<file path="config.mk">
export PLATFORM = sky130hd
export DESIGN_NAME = riscv_reg_file
export DESIGN_NICKNAME = d
export VERILOG_FILES = /design/src/rtl/riscv_pkg.sv /design/src/rtl/riscv_reg_read_port.sv /design/src/rtl/riscv_reg_file.sv
export SDC_FILE = /design/constraint.sdc
export NUM_CORES = 2
export LEC_CHECK = 0
export ABC_CLOCK_PERIOD_IN_PS = 4100
export CAP_MARGIN = 20
export CELL_PAD_IN_SITES_DETAIL_PLACEMENT = 1
export CELL_PAD_IN_SITES_GLOBAL_PLACEMENT = 2
export CORE_ASPECT_RATIO = 2
export CORE_MARGIN = 1.5
export CORE_UTILIZATION = 44
export DETAILED_ROUTE_END_ITERATION = 12
export GPL_TIMING_DRIVEN = 0
export PLACE_DENSITY_LB_ADDON = 0.1
export SYNTH_ARGS = -nofsm -noshare
export SYNTH_HDL_FRONTEND = slang
export SYNTH_SLANG_ARGS = --single-unit
</file>
<file path="constraint.sdc">
create_clock -name clk -period 4.1 [get_ports clk]
set_input_delay 0.82 -clock clk [delete_from_list [all_inputs] [get_ports clk]]
set_output_delay 0.82 -clock clk [all_outputs]
set_load 0.02 [all_outputs]
</file>
<file path="src/rtl/riscv_pkg.sv">
// rtl/riscv_pkg.sv - shared RV32I register file types and constants
package riscv_pkg;

  localparam int XLEN       = 32;
  localparam int NREGS      = 32;
  localparam int REG_ADDR_W = 5;

  typedef logic [REG_ADDR_W-1:0] reg_addr_t;
  typedef logic [XLEN-1:0]       xlen_word_t;

  localparam reg_addr_t REG_ZERO = 5'd0;

endpackage

</file>
<file path="src/rtl/riscv_reg_read_port.sv">
// rtl/riscv_reg_read_port.sv - combinational register read mux with x0 forcing and optional write-through
module riscv_reg_read_port
  import riscv_pkg::*;
#(
  parameter int XLEN      = riscv_pkg::XLEN,
  parameter int NREGS     = riscv_pkg::NREGS,
  parameter bit WR_BYPASS = 1'b0
) (
  input  logic [$clog2(NREGS)-1:0] addr,
  input  logic [XLEN-1:0]          regs [NREGS],
  input  logic                     we,
  input  logic [$clog2(NREGS)-1:0] waddr,
  input  logic [XLEN-1:0]          wdata,
  output logic [XLEN-1:0]          rdata
);

  logic bypass_hit;

  // x0 is excluded from bypass so a write attempt to x0 can never leak out
  assign bypass_hit = WR_BYPASS && we && (waddr == addr) && (addr != REG_ZERO);

  always_comb begin
    rdata = '0;
    if (addr == REG_ZERO) begin
      rdata = '0;
    end else if (bypass_hit) begin
      rdata = wdata;
    end else begin
      rdata = regs[addr];
    end
  end

endmodule

</file>
<file path="src/rtl/riscv_reg_file.sv">
// rtl/riscv_reg_file.sv - RV32I integer register file, two async read ports and one sync write port
module riscv_reg_file
  import riscv_pkg::*;
#(
  parameter int XLEN      = riscv_pkg::XLEN,
  parameter int NREGS     = riscv_pkg::NREGS,
  parameter bit WR_BYPASS = 1'b0
) (
  input  logic                     clk,
  input  logic                     rst_n,
  input  logic [$clog2(NREGS)-1:0] A1,
  input  logic [$clog2(NREGS)-1:0] A2,
  input  logic [$clog2(NREGS)-1:0] A3,
  input  logic                     WE3,
  input  logic [XLEN-1:0]          WD3,
  output logic [XLEN-1:0]          RD1,
  output logic [XLEN-1:0]          RD2
);

  logic [XLEN-1:0] regs [NREGS];
  logic            wr_en;

  assign wr_en = WE3 && (A3 != REG_ZERO);

  // Entry 0 is pinned to zero every cycle; reset wins over a coincident write
  always_ff @(posedge clk) begin
    regs[0] <= '0;
    if (!rst_n) begin
      for (int i = 1; i < NREGS; i++) begin
        regs[i] <= '0;
      end
    end else if (wr_en) begin
      regs[A3] <= WD3;
    end
  end

  riscv_reg_read_port #(
    .XLEN      (XLEN),
    .NREGS     (NREGS),
    .WR_BYPASS (WR_BYPASS)
  ) u_rd1 (
    .addr  (A1),
    .regs  (regs),
    .we    (WE3),
    .waddr (A3),
    .wdata (WD3),
    .rdata (RD1)
  );

  riscv_reg_read_port #(
    .XLEN      (XLEN),
    .NREGS     (NREGS),
    .WR_BYPASS (WR_BYPASS)
  ) u_rd2 (
    .addr  (A2),
    .regs  (regs),
    .we    (WE3),
    .waddr (A3),
    .wdata (WD3),
    .rdata (RD2)
  );

endmodule

</file>
Word-level counts from Yosys, hierarchy flattened. Index checks and enable logic that the tools add are counted.

Flip-flop bits (word level): 1024. Bits in latches: 0. RAM bits: 0. Bits in read-only memories: 0. Input port bits: 50. Output and inout bits: 64. Memories: 0.

Add/subtract/negate cells: 0. Multipliers: 0. Div/mod/pow operators: 0. Magnitude comparators: 4. Eq/ne operators: 0. Shift-type cells: 0. Multiplexer cells: 11. Bitwise operators: 3. Reduce and logical (&&, ||, !) cells: 6.

Operators with widths (number): 1024-bit bitwise mux (1); 32-bit binary-select mux with 5-bit select (2); 32-bit two-way mux (7); 32-bit demux with 5-bit select (1); 6-bit >= comparator, second input constant (3); 5-bit NOT with 6-bit output (3); 5-bit logical NOT (2); 6-bit by 1-bit less-than comparator with 1-bit output, second input constant (1); 5-bit nonzero test (1); 1-bit logical AND (2); 2-bit AND reduction (1).

Logic depth before layout (Yosys ltp).
Word-level depth: 6. Depth in mapped cells: 9. Depth with buffers taken out: 4.

By module. From an unflattened synthesis, not the netlist that was laid out.

Cells, all modules: 4729. Area, all modules: 52569.2 um^2.

By module, submodules not included: riscv_reg_file (times used 1, cells an instance 3401, area an instance 35833.1 um^2, sequential area each 20499.7 um^2); riscv_reg_read_port (times used 2, cells an instance 664, area an instance 8368.0 um^2, sequential area each 0.0 um^2).

Worst setup path before layout. OpenSTA, ideal clock, no wires.

Path type: input port to output port. Start: in A2[1]. End: out RD2[28]. Arrival: 2.520 ns. Data required time: 3.280 ns. Path slack: 0.760 ns. Stages on the path: 7. Cells stage by stage: buf_2 buf_6 nor2b_1 clkbuf_1 a221oi_1 o21ai_0 a311oi_1.

Longest elaborated chain between the ends: 5. Elaborated cells between the ends (all ways): 6. Those cells by class: 4 x mux; 1 x bitwise; 1 x reduce/logical.

RTL lines: from (decl) (RTL line riscv_reg_file.sv:12) `input logic [$clog2(NREGS)-1:0] A2,`; 5-bit NOT with 6-bit output (not written as such) (RTL line riscv_reg_read_port.sv:29) `rdata = regs[addr];`; 32-bit binary-select mux with 5-bit select (RTL line riscv_reg_read_port.sv:29); 32-bit two-way mux (not written as such) (2 in a row) (RTL line riscv_reg_read_port.sv:29); 32-bit two-way mux (*) (RTL line riscv_reg_read_port.sv:24) `if (addr == REG_ZERO) begin`; to (decl) (RTL line riscv_reg_file.sv:17) `output logic [XLEN-1:0] RD2`.

Mark *: on every way between the ends. The rest lies on a longest branch, timed or not. The select of a mux whose other input is x is not followed.

Final worst setup path.
Start: in A2[0]. End: out RD2[19].

The elaborated chain is that of the path after synthesis.

==> key figures <==
Setup path
  – CP max FO: 10
  – Critical path type: input pin to output pin
  – Worst-path cell chain: clkbuf_4 > inv_1 > buf_8 > buf_12 > clkbuf_8 > buf_8 > o2111ai_1 > a311oi_2 > clkdlybuf4s15_2
  – Most common cell on crit path: buf_8
  – Crit end category: output pin
  – CP max stage cell: a311oi_2
  – Data arrival time of the critical path: 3.41 ns
  – CP max stage delay: 0.58 ns
  – Critical Path RT: 3.28 ns
  – Startpoint class of the critical path: input pin

GRT
  – First-pass GRT wire length: 371000 µm
  – Total congestion overflow: 0
  – Largest net degree at the start of global routing: 16
  – All-Layer GR Usage: 42.2%
  – Vias in the first global route: 51800
  – Initial antenna violation count: 10

Route
  – DRC errors left: 0
  – DR vias: 48500
  – Routed wire length: 263000 µm
  – 1st-iter DRT viols: 4006
  – Pre-Repair DR Iteration Count: 5
  – Via density: 6.31
  – Routed length per placed instance: 34.2 µm
  – Antenna-violating nets left: 0

Timing
  – Period minus WS final: 4.23 ns
  – Period utilisation layout: 103%
  – Fmax: 236 MHz
  – Layout Skew: 0 ns
  – Final setup viols: 27
  – Worst slew margin: 16.0%
  – RSZ-0062 raised after global routing: true
  – Final Hold Fails: 0
  – Max-slew violations: 0
  – Final setup margin: -0.132 ns
  – Setup tns final: -1.10 ns
  – Worst slew pin tran: 1.26 ns

Cells and area
  – Final nets: 6099
  – Most flops, register: regs
  – Multi-input combinational cell area: 31400 µm²
  – Share of cells above drive strength 1: 17.1%
  – Max reg flops: 1024
  – Register Area: 20500 µm²
  – P&R area growth vs syn: 14.9%
  – Fin util: 50.9%
  – Regs by FF count: regs (1024)
  – Fillers: 13800

Synth
  – Predominant post-synthesis flop cell: dfxtp_1
  – Netlist cell types: 40
  – Register area share after synthesis: 38.1%
  – Mapped cell area: 53800 µm²
  – Synthesized flop and latch total: 1024
  – EDFF count, synth: 0
  – Synth top area share: 38.1%
  – Synthesized area per cell: 9.29 µm²
  – Yosys warnings: 0
  – Cell count after synthesis: 5795
  – Top post-synthesis cells by area: dfxtp_1 38%, mux4_2 19%, nand2_1 14%
  – Largest area contributor in the netlist: dfxtp_1
  – Async SR Flop Fraction: 0%

Clocking
  – Num CTS Buffers: 99
  – CTS tree: done
  – Worst skew pair latency: 0.73 ns
  – Root Buffer: clkbuf_16
  – Bufs on Longest Clock Path: 3
  – Worst-path clk slew: 0.07 ns
  – H-Tree Depth: 3
  – Clock Sinks: 1024

Pwr
  – Worst VDD drop: 0.398 mV
  – Pleak: 20.1 nW
  – Power Dens Cells: 375 nW/µm²

Die
  – Die X: 250 µm
  – Die height: 498 µm
  – Row cnt: 181
  – Num ports: 114
  – Die area: 125000 µm²
  – Initial Util: 44.3%
  – Core box area: 121000 µm²

Placement
  – HPWL after DPL: 209000 µm
  – Port buffer count: 104
  – Gp weighted congestion: 0.980

Job
  – Max_cap viols: 0

Min path
  – HP Class: flop to flop

Run status
  – Failing checks: setup timing
  – Status: finished, violations left
[critical path: cells and delay by family]
family / cells / cell delay [ns]
buffers and inverters: 7 / 1.68
AO/OA/AOI/OAI: 2 / 0.89
[area by class of cell]
cell class / instances / share of cell area (%)
clock inverter: 39 / 0.933
clock buffer: 139 / 4.75
inverter: 2 / 0.0121
timing repair buffer: 124 / 1.94
buffer: 616 / 5.18
multi-input combinational: 4182 / 50.8
tap: 1555 / 3.15
antenna: 7 / 0.0283
sequential: 1024 / 33.2
[stage by stage]
stage               setup slack, ns  total power [mW]  cells  cell area (µm²)  hold WS, ns
finish                       -0.132              23.2   7688            61800        0.472
CTS                         0.00205              23.1   7681            61700        0.470
global route                -0.0272              23.6   7682            61800        0.492
floorplan                     0.760              11.6   5826            53900        0.442
detailed placement            -2.15              12.9   7504            57200        0.461
global placement              -2.17              12.8   7485            56900        0.447
[routing by layer]
metal / GRT usage, % / up-vias / part of all wire, %
met3: 6.88 / 1062 / 6.1
met5: 0 / - / 0.022
li1: - / 20800 / -
met1: 43.4 / 24500 / 34
met2: 73.0 / 2145 / 49
met4: 38.9 / 8 / 11
[power by group]
group          internal (mW)  total [mW]  switching (mW)
registers               10.0        10.1          0.0738
clock network           5.86        10.3            4.48
logic                  0.868        2.71            1.84
[cells in the final DEF (no fill, tap or decap), types with 16 or more instances in the layout]
cell             count
a31oi_2             24
a311oi_2            23
buf_2               76
a211oi_2            19
a21boi_1           106
buf_4               50
clkbuf_8            35
conb_1              32
o21ai_1             21
o21ai_0             56
dlygate4sd2_1       26
dfxtp_1           1024
nor2b_1             38
a221o_1             32
a221oi_1            45
nand2_1           2054
buf_1               85
clkdlybuf4s50_1     39
buf_6               30
buf_8               22
clkbuf_2            61
clkbuf_16          100
a22oi_1             53
mux4_2             448
a21boi_0           886
mux2_2              32
nor2_1              16
clkbuf_4            26
clkbuf_1           302
mux2i_1            192
clkinv_2            17
[timing repair]
item / 4_1_cts / 5_1_grt
gates resized for setup: 392 / 89
buffers inserted: 1 / 0
hold buffers: 0 / 0
pin swaps: 18 / 11
endpoints found under the setup margin: 64 / 61
[path summary, 6_finish.rpt]
check	from	end	slack, ns	cells after the start
max	A2[0]	RD2[19]	-0.13	9
min	regs[870]$_SDFFE_PN0P_	regs[870]$_SDFFE_PN0P_	0.47	2
max reg2reg	regs[6]$_SDFFE_PN0P_	regs[6]$_SDFFE_PN0P_	3.29	2
min reg2reg	regs[870]$_SDFFE_PN0P_	regs[870]$_SDFFE_PN0P_	0.47	2
[kinds of logic (layout without fill, tap and decap cells)]
logic type             count (synthesis)  count (layout)  share of synthesized area (%)
and+or+nand+nor                     2153            2153                           15.5
muxes                                672             672                           23.0
AOI/OAI and AO/OA                   1325            1325                           18.4
DFF                                 1024            1024                           38.1
buffers and inverters                620             920                           5.02
other                                  1              39                        0.00697
[synth_stat cells (30+ instances only)]
cell type	instances
a311oi_1	32
clkbuf_1	371
o21ai_0	57
a211oi_1	32
a31oi_1	32
mux4_2	448
buf_1	87
a21boi_0	886
a221o_1	32
mux2i_1	192
a21boi_1	106
a221oi_1	45
buf_2	119
dfxtp_1	1024
buf_4	30
a22oi_1	64
nor2b_1	39
nand2_1	2054
mux2_2	32
No activity file was read; power rests on OpenSTA's default activity.
